===== config.mk =====
export PLATFORM = sky130hd
export DESIGN_NAME = arm_mc_datapath_flat
export DESIGN_NICKNAME = d
export VERILOG_FILES = /design/src/rtl/arm_mc_pkg.sv /design/src/rtl/arm_mc_datapath_if.sv /design/src/rtl/arm_mc_regfile.sv /design/src/rtl/flopenr.sv /design/src/rtl/arm_mc_datapath.sv /design/src/flat_wrapper.sv
export SDC_FILE = /design/constraint.sdc
export NUM_CORES = 2
export LEC_CHECK = 0
export ABC_CLOCK_PERIOD_IN_PS = 6450
export CAP_MARGIN = 10
export CORE_ASPECT_RATIO = 0.5
export CORE_UTILIZATION = 35
export CTS_BUF_LIST = sky130_fd_sc_hd__clkbuf_4
export DETAILED_ROUTE_END_ITERATION = 7
export PLACE_DENSITY = 0.55
export SKIP_CTS_REPAIR_TIMING = 1
export SLEW_MARGIN = 5
export SYNTH_ARGS = -nofsm -noshare
export SYNTH_HDL_FRONTEND = slang
export SYNTH_HIERARCHICAL = 1
export SYNTH_SLANG_ARGS = --single-unit

===== constraint.sdc =====
create_clock -name clk -period 6.45 [get_ports clk]
set_input_delay 0.9675 -clock clk [delete_from_list [all_inputs] [get_ports clk]]
set_output_delay 0.9675 -clock clk [all_outputs]
set_load 0.01 [all_outputs]

===== src/rtl/arm_mc_pkg.sv =====
// arm_mc_pkg: encodings and constants shared by the multicycle ARM datapath and controller
package arm_mc_pkg;
   typedef enum logic [1:0] {ALU_ADD, ALU_SUB, ALU_AND, ALU_ORR} alu_op_t;
   typedef enum logic [1:0] {IMM_8, IMM_12, IMM_BR, IMM_ZERO} imm_src_t;
   typedef enum logic [1:0] {RES_ALUOUT, RES_DATA, RES_ALU, RES_ALUOUT_ALT} result_src_t;
   typedef enum logic [1:0] {SRCA_A, SRCA_PC, SRCA_ALUOUT, SRCA_ZERO} srca_t;
   typedef enum logic [1:0] {SRCB_WD, SRCB_EXT, SRCB_FOUR, SRCB_ZERO} srcb_t;
   localparam logic [3:0] REG_PC = 4'd15;
   localparam int PC_INC = 4;
endpackage


===== src/rtl/arm_mc_datapath_if.sv =====
// arm_mc_datapath_if: controller enables/selects plus the unified memory port of the datapath
interface arm_mc_datapath_if #(parameter int WIDTH = 32);
   logic PCWrite, RegWrite, IRWrite, AdrSrc;
   logic [1:0] RegSrc, ALUSrcA, ALUSrcB, ResultSrc, ImmSrc, ALUControl;
   logic [WIDTH-1:0] ReadData, Adr, WriteData, Instr;
   logic [3:0] ALUFlags;
   modport master (
      output PCWrite, RegWrite, IRWrite, AdrSrc, RegSrc, ALUSrcA, ALUSrcB, ResultSrc, ImmSrc,
             ALUControl, ReadData,
      input  Adr, WriteData, Instr, ALUFlags
   );
   modport slave (
      input  PCWrite, RegWrite, IRWrite, AdrSrc, RegSrc, ALUSrcA, ALUSrcB, ResultSrc, ImmSrc,
             ALUControl, ReadData,
      output Adr, WriteData, Instr, ALUFlags
   );
endinterface


===== src/rtl/arm_mc_regfile.sv =====
// arm_mc_regfile: r0..r14 with two combinational reads and one synchronous write; index 15 reads the PC
module arm_mc_regfile
   import arm_mc_pkg::*;
#(
   parameter int WIDTH = 32,
   parameter int NREGS = 15
) (
   input  logic             clk,
   input  logic             reset,
   input  logic             we3,
   input  logic [3:0]       ra1,
   input  logic [3:0]       ra2,
   input  logic [3:0]       wa3,
   input  logic [WIDTH-1:0] wd3,
   input  logic [WIDTH-1:0] r15,
   output logic [WIDTH-1:0] rd1,
   output logic [WIDTH-1:0] rd2
);
   logic [WIDTH-1:0] rf [NREGS];
   // r15 writes are dropped here; the PC only moves through PCWrite
   always_ff @(posedge clk)
      if (reset) for (int i = 0; i < NREGS; i++) rf[i] <= '0;
      else if (we3 && wa3 != REG_PC) rf[wa3] <= wd3;
   assign rd1 = ra1 == REG_PC ? r15 : rf[ra1];
   assign rd2 = ra2 == REG_PC ? r15 : rf[ra2];
endmodule


===== src/rtl/flopenr.sv =====
// flopenr: enabled register with synchronous active-high reset
module flopenr #(parameter int WIDTH = 32) (
   input  logic             clk,
   input  logic             reset,
   input  logic             en,
   input  logic [WIDTH-1:0] d,
   output logic [WIDTH-1:0] q
);
   always_ff @(posedge clk)
      if (reset) q <= '0;
      else if (en) q <= d;
endmodule


===== src/rtl/arm_mc_datapath.sv =====
// arm_mc_datapath: multicycle ARM-subset datapath (PC, IR, regfile, extender, ALU, staging registers)
module arm_mc_datapath
   import arm_mc_pkg::*;
#(
   parameter int WIDTH = 32,
   parameter int NREGS = 15
) (
   input logic clk,
   input logic reset,
   arm_mc_datapath_if.slave bus
);
   logic [WIDTH-1:0] pc, instr, data, a, wd, alu_out, rd1, rd2;
   logic [WIDTH-1:0] ext_imm, src_a, src_b, b_x, alu_result, result;
   logic [WIDTH:0] sum;
   logic [3:0] ra1, ra2, flags;
   logic sub, arith;
   flopenr #(WIDTH) pc_reg   (.clk, .reset, .en(bus.PCWrite), .d(result),       .q(pc));
   flopenr #(WIDTH) ir_reg   (.clk, .reset, .en(bus.IRWrite), .d(bus.ReadData), .q(instr));
   flopenr #(WIDTH) data_reg (.clk, .reset, .en(1'b1),        .d(bus.ReadData), .q(data));
   flopenr #(WIDTH) a_reg    (.clk, .reset, .en(1'b1),        .d(rd1),          .q(a));
   flopenr #(WIDTH) wd_reg   (.clk, .reset, .en(1'b1),        .d(rd2),          .q(wd));
   flopenr #(WIDTH) alu_reg  (.clk, .reset, .en(1'b1),        .d(alu_result),   .q(alu_out));
   assign ra1 = bus.RegSrc[0] ? REG_PC : instr[19:16];
   assign ra2 = bus.RegSrc[1] ? instr[15:12] : instr[3:0];
   arm_mc_regfile #(.WIDTH(WIDTH), .NREGS(NREGS)) rf (
      .clk, .reset, .we3(bus.RegWrite), .ra1, .ra2, .wa3(instr[15:12]),
      .wd3(result), .r15(pc), .rd1, .rd2
   );
   always_comb begin
      ext_imm = bus.ImmSrc == IMM_8  ? {{(WIDTH-8){1'b0}}, instr[7:0]} :
                bus.ImmSrc == IMM_12 ? {{(WIDTH-12){1'b0}}, instr[11:0]} :
                bus.ImmSrc == IMM_BR ? {{(WIDTH-26){instr[23]}}, instr[23:0], 2'b00} : '0;
      src_a = bus.ALUSrcA == SRCA_A      ? a :
              bus.ALUSrcA == SRCA_PC     ? pc :
              bus.ALUSrcA == SRCA_ALUOUT ? alu_out : '0;
      src_b = bus.ALUSrcB == SRCB_WD   ? wd :
              bus.ALUSrcB == SRCB_EXT  ? ext_imm :
              bus.ALUSrcB == SRCB_FOUR ? WIDTH'(PC_INC) : '0;
   end
   // SUB shares the adder as A + ~B + 1 so carry reads as "no borrow"
   always_comb begin
      sub = bus.ALUControl == ALU_SUB;
      arith = bus.ALUControl == ALU_ADD || sub;
      b_x = sub ? ~src_b : src_b;
      sum = {1'b0, src_a} + {1'b0, b_x} + {{WIDTH{1'b0}}, sub};
      alu_result = bus.ALUControl == ALU_AND ? src_a & src_b :
                   bus.ALUControl == ALU_ORR ? src_a | src_b : sum[WIDTH-1:0];
      flags = {alu_result[WIDTH-1], alu_result == '0, arith & sum[WIDTH],
               arith & (src_a[WIDTH-1] == b_x[WIDTH-1]) & (alu_result[WIDTH-1] != src_a[WIDTH-1])};
      result = bus.ResultSrc == RES_DATA ? data :
               bus.ResultSrc == RES_ALU  ? alu_result : alu_out;
   end
   assign bus.Adr = bus.AdrSrc ? result : pc;
   assign bus.WriteData = wd;
   assign bus.Instr = instr;
   assign bus.ALUFlags = flags;
endmodule


===== src/flat_wrapper.sv =====
// flat-port wrapper written by rule: the top's interface ports become plain ports
module arm_mc_datapath_flat import arm_mc_pkg::*;
#(
   parameter int WIDTH = 32,
   parameter int NREGS = 15
)
  (clk, reset, bus_PCWrite, bus_RegWrite, bus_IRWrite, bus_AdrSrc, bus_RegSrc, bus_ALUSrcA, bus_ALUSrcB, bus_ResultSrc, bus_ImmSrc, bus_ALUControl, bus_ReadData, bus_Adr, bus_WriteData, bus_Instr, bus_ALUFlags);
  arm_mc_datapath_if #(.WIDTH(WIDTH)) bus_i ();
  input logic clk;
  input logic reset;
  input wire logic [$bits(bus_i.PCWrite)-1:0] bus_PCWrite;
  input wire logic [$bits(bus_i.RegWrite)-1:0] bus_RegWrite;
  input wire logic [$bits(bus_i.IRWrite)-1:0] bus_IRWrite;
  input wire logic [$bits(bus_i.AdrSrc)-1:0] bus_AdrSrc;
  input wire logic [$bits(bus_i.RegSrc)-1:0] bus_RegSrc;
  input wire logic [$bits(bus_i.ALUSrcA)-1:0] bus_ALUSrcA;
  input wire logic [$bits(bus_i.ALUSrcB)-1:0] bus_ALUSrcB;
  input wire logic [$bits(bus_i.ResultSrc)-1:0] bus_ResultSrc;
  input wire logic [$bits(bus_i.ImmSrc)-1:0] bus_ImmSrc;
  input wire logic [$bits(bus_i.ALUControl)-1:0] bus_ALUControl;
  input wire logic [$bits(bus_i.ReadData)-1:0] bus_ReadData;
  output wire logic [$bits(bus_i.Adr)-1:0] bus_Adr;
  output wire logic [$bits(bus_i.WriteData)-1:0] bus_WriteData;
  output wire logic [$bits(bus_i.Instr)-1:0] bus_Instr;
  output wire logic [$bits(bus_i.ALUFlags)-1:0] bus_ALUFlags;
  assign bus_i.PCWrite = bus_PCWrite;
  assign bus_i.RegWrite = bus_RegWrite;
  assign bus_i.IRWrite = bus_IRWrite;
  assign bus_i.AdrSrc = bus_AdrSrc;
  assign bus_i.RegSrc = bus_RegSrc;
  assign bus_i.ALUSrcA = bus_ALUSrcA;
  assign bus_i.ALUSrcB = bus_ALUSrcB;
  assign bus_i.ResultSrc = bus_ResultSrc;
  assign bus_i.ImmSrc = bus_ImmSrc;
  assign bus_i.ALUControl = bus_ALUControl;
  assign bus_i.ReadData = bus_ReadData;
  assign bus_Adr = bus_i.Adr;
  assign bus_WriteData = bus_i.WriteData;
  assign bus_Instr = bus_i.Instr;
  assign bus_ALUFlags = bus_i.ALUFlags;
  arm_mc_datapath #(.WIDTH(WIDTH), .NREGS(NREGS)) u_core (.clk(clk), .reset(reset), .bus(bus_i));
endmodule

==> metrics.md <==
| Metric | Value |
|---|---|
| Row count | 85 |
| Peak supply drop | about 0.14 mV |
| CP Buf/Inv Count | 4 |
| FMAX | between 0.15 and 0.2 GHz |
| Worst Path Required | between 5000 and 6000 ps |
| Yosys reg bits | ~670 |
| Final Hold Fails | 0 |
| Setup total negative slack | 0 ps |
| Grt ovf | 0 |
| FILL cells | 10200 |
| Clk slew on worst S/H paths | roughly 90 ps |
| Hold Crit Class | input port to register |
| DRC Markers | 0 |
| Sequential share of the synthesized area | 0.475 |
| CP Depth | 18 |
| Max cap viols | 0 |
| Worst rel slew slack | 0.209 |
| Flop2flop setup slack | ~2000 ps |
| Largest area contributor in the netlist | edfxtp_1 |
| CP max-delay cell | clkdlybuf4s50_1 |
| Num CTS Buffers | between 150 and 200 |
| FFs w/ async S/R, synth | 0 |
| Placed Instances | 4893 |
| Worst setup EP type | output port |
| Synth area leaders | edfxtp_1 38%, mux2i_1 10%, dfxtp_1 10% |
| Hold depth | 2 |
| R2r endpoint | u_core/rf/rf[11][31]$_SDFFCE_PN0P_ |
| Design Area, Final | about 45000 um^2 |
| Fin cells | between 5000 and 6000 |
| DRT iter0 DRCs | between 3000 and 4000 |
| Final Setup Violations | 0 |
| DIE AREA | between 100000 and 150000 um^2 |
| CP Class | input port to output port |
| Power Density | between 200 and 250 nW/um^2 |
| Cell breakdown of the critical path | clkdlybuf4s50_1, and4bb_4, a221o_1, xor2_1, ha_1, buf_4, a21o_1, a31o_2, o2bb2ai_2, nand2b_1, o21ai_0, buf_4, a21oi_1, o311ai_4, nand2_1, nand2_1, mux2_2, clkdlybuf4s50_1 |
| Vias in the first global route | between 20000 and 30000 |
| Mean Syn Cell Area | approximately 12 um^2 |
| Antenna-violating nets left | 0 |
| Crit path max-delay family | compound AO/OA/AOI/OAI gates |
| Initial antenna violation count | 5 |
| DR vias/cell | between 5 and 6 |
| Multi-input logic area | about 19000 um^2 |
| Outcome | finished, final reports clean |
| Root Driver | clkbuf_4 |
| CTS tree | done |
| Wire length of the first global-routing pass | slightly below 200000 um |
| Final worst path period need | ~6300 ps |
| Clk_skew | approximately 76 ps |
| Worst-skew pair later-pin latency | ~1100 ps |
| Critical Path Fanout Max | 8 |
| Die width | approximately 470 um |
| Vias | 29200 |
| Synthesis warning total | 6 |
| Startpoint Class | input port |
| H-tree depth | 4 |
| Die height | between 200 and 250 um |
| Transition time of the tightest slew-check pin | roughly 1200 ps |
| WL/cell | roughly 27 um |
| Core ar. | ~110000 um^2 |
| Leak | 17.8 nW |
| Synth Cell Area | 38400 um^2 |
| Reg-to-reg startpoint | u_core/ir_reg/q[4]$_SDFFE_PP0P_ |
| Share of layout cells above drive strength 1 | 0.237 |
| Count of final max-slew check failures | 0 |
| Final Hold Slack | 430 ps |
| Top FF cell, synth | edfxtp_1 |
| CP arrival | roughly 5400 ps |
| IO Pins | 150 |
| Largest net degree at the start of global routing | 95 |
| Top cells by count, synth | 484 x and2_1, 480 x edfxtp_1, 390 x mux2i_1, 305 x nor2_1, 192 x dfxtp_1 |
| Reg area | roughly 18000 um^2 |
| Clk sinks | 672 |
| Area growth, synth to finish | 16.6% |
| Final #Nets | 3722 |
| Final Power | 10.9 mW |
| Final Wtd Congestion | 0.915 |
| Post-DP HPWL | 90500 um |
| Placed Area | about 42000 um^2 |
| Initial Utilization | 0.355 |
| Hold path endpoint | u_core/alu_reg/q[6]$_SDFFE_PP0P_ |
| First-pass iteration count of the detailed router | 5 |
| Fin crit share | 0.980 |
| Hold path startpoint | reset |
| Most common cell in the netlist | and2_1 |
| Worst Reg-to-Reg Cells | 16 |
| PortBufs | approximately 150 |
| Crit-path max cell delay | roughly 550 ps |
| WL final | between 100000 and 150000 um |
| Post-synth EDFFs | 480 |
| Overall routing resource usage | 0.242 |
| Synth top area share | 0.375 |
| Netlist cell types | between 90 and 100 |
| Max Root-Sink Buffers | 3 |
| Post-synthesis instance total | approximately 3300 |
## power breakdown
group / internal, mW / leakage (nW) / switching (mW)
registers: 4.83 / 6.53 / 0.172
clock network: 1.85 / 1.26 / 1.88
logic: 0.871 / 9.99 / 1.31
## worst register-to-register path, stage by stage (launching register included)
cell and delay, ps:
dfxtp_1 430, nor4bb_1 320, a221o_1 230, xor2_1 170
ha_1 260, buf_4 150, a21o_1 170, a31o_2 260
o2bb2ai_2 130, nand2b_1 210, o211ai_4 260, a21oi_1 120
a211oi_2 200, o21ai_2 120, o21ai_0 290, nand2_1 510
and2_1 350
## logic make-up (layout without fill, tap and decap cells)
logic type      after synthesis  in the layout  synth area share
compound gates              556            556             0.102
xor+xnor                     46             46            0.0105
fa+ha+maj                    59             59            0.0178
buf+inv                     307            735            0.0438
flops                       672            672             0.475
mux                         587            587             0.197
other cells                   1             12         0.0000976
simple gates               1092           1092             0.154
## layout make-up
| class | instances | area share |
|---|---|---|
| multi-input combinational | 2344 | 0.421 |
| clock inverter | 42 | 0.00614 |
| antenna | 8 | 0.000447 |
| clock buffer | 244 | 0.0409 |
| timing repair buffer | 432 | 0.0826 |
| sequential | 672 | 0.408 |
| tap | 1435 | 0.0401 |
| inverter | 17 | 0.00142 |
## sequential cells by signal, indices dropped and copies added, names as in the netlist
name / flops
u_core/wd_reg/q: 32
u_core/alu_reg/q: 32
u_core/a_reg/q: 32
u_core/ir_reg/q: 32
u_core/pc_reg/q: 32
u_core/data_reg/q: 32
u_core/rf/rf: 480
## through the flow
stage | util | setup WS, ps
after floorplan | - | 781
after global placement | 0.391 | -282
after detailed placement | 0.391 | -313
after CTS | 0.411 | -349
after global routing | 0.414 | -24.9
final | 0.414 | 131
## routing by layer
layer / wire length [um] / track usage / up-vias
met5: 27 / 0 / -
met4: 2490 / 0.0643 / 4
met3: 13700 / 0.0541 / 213
met2: 59900 / 0.362 / 1408
met1: 62100 / 0.350 / 14600
li1: - / - / 13000
## how the worst max path moves through the flow
stage | slack [ps] | endpoint | from
finish | 130 | bus_Adr[25] | bus_ImmSrc[0]
global route | -20 | bus_Adr[25] | u_core/ir_reg/q[4]$_SDFFE_PP0P_
CTS | -350 | bus_Adr[7] | bus_ALUSrcB[0]
detailed placement | -310 | bus_Adr[7] | bus_ALUSrcB[1]
global placement | -280 | bus_Adr[7] | bus_ALUSrcB[0]
floorplan | 780 | bus_Adr[30] | bus_ALUSrcB[1]
## layout by cell type, fill, tap and decap left out, drive strengths merged, types with 31 or more instances in the layout
cell type,count
and2,485
edfxtp,480
clkdlybuf4s50,130
xor2,35
mux4,129
o21ai,96
a22oi,36
a211o,34
nor2b,45
clkbuf,244
o221a,31
clkinv,32
nand2,114
o22ai,155
mux2i,390
buf,289
a21oi,49
ha,33
nor2,308
a31oi,39
dfxtp,192
mux2,68
No activity file was read; power rests on OpenSTA's default activity.
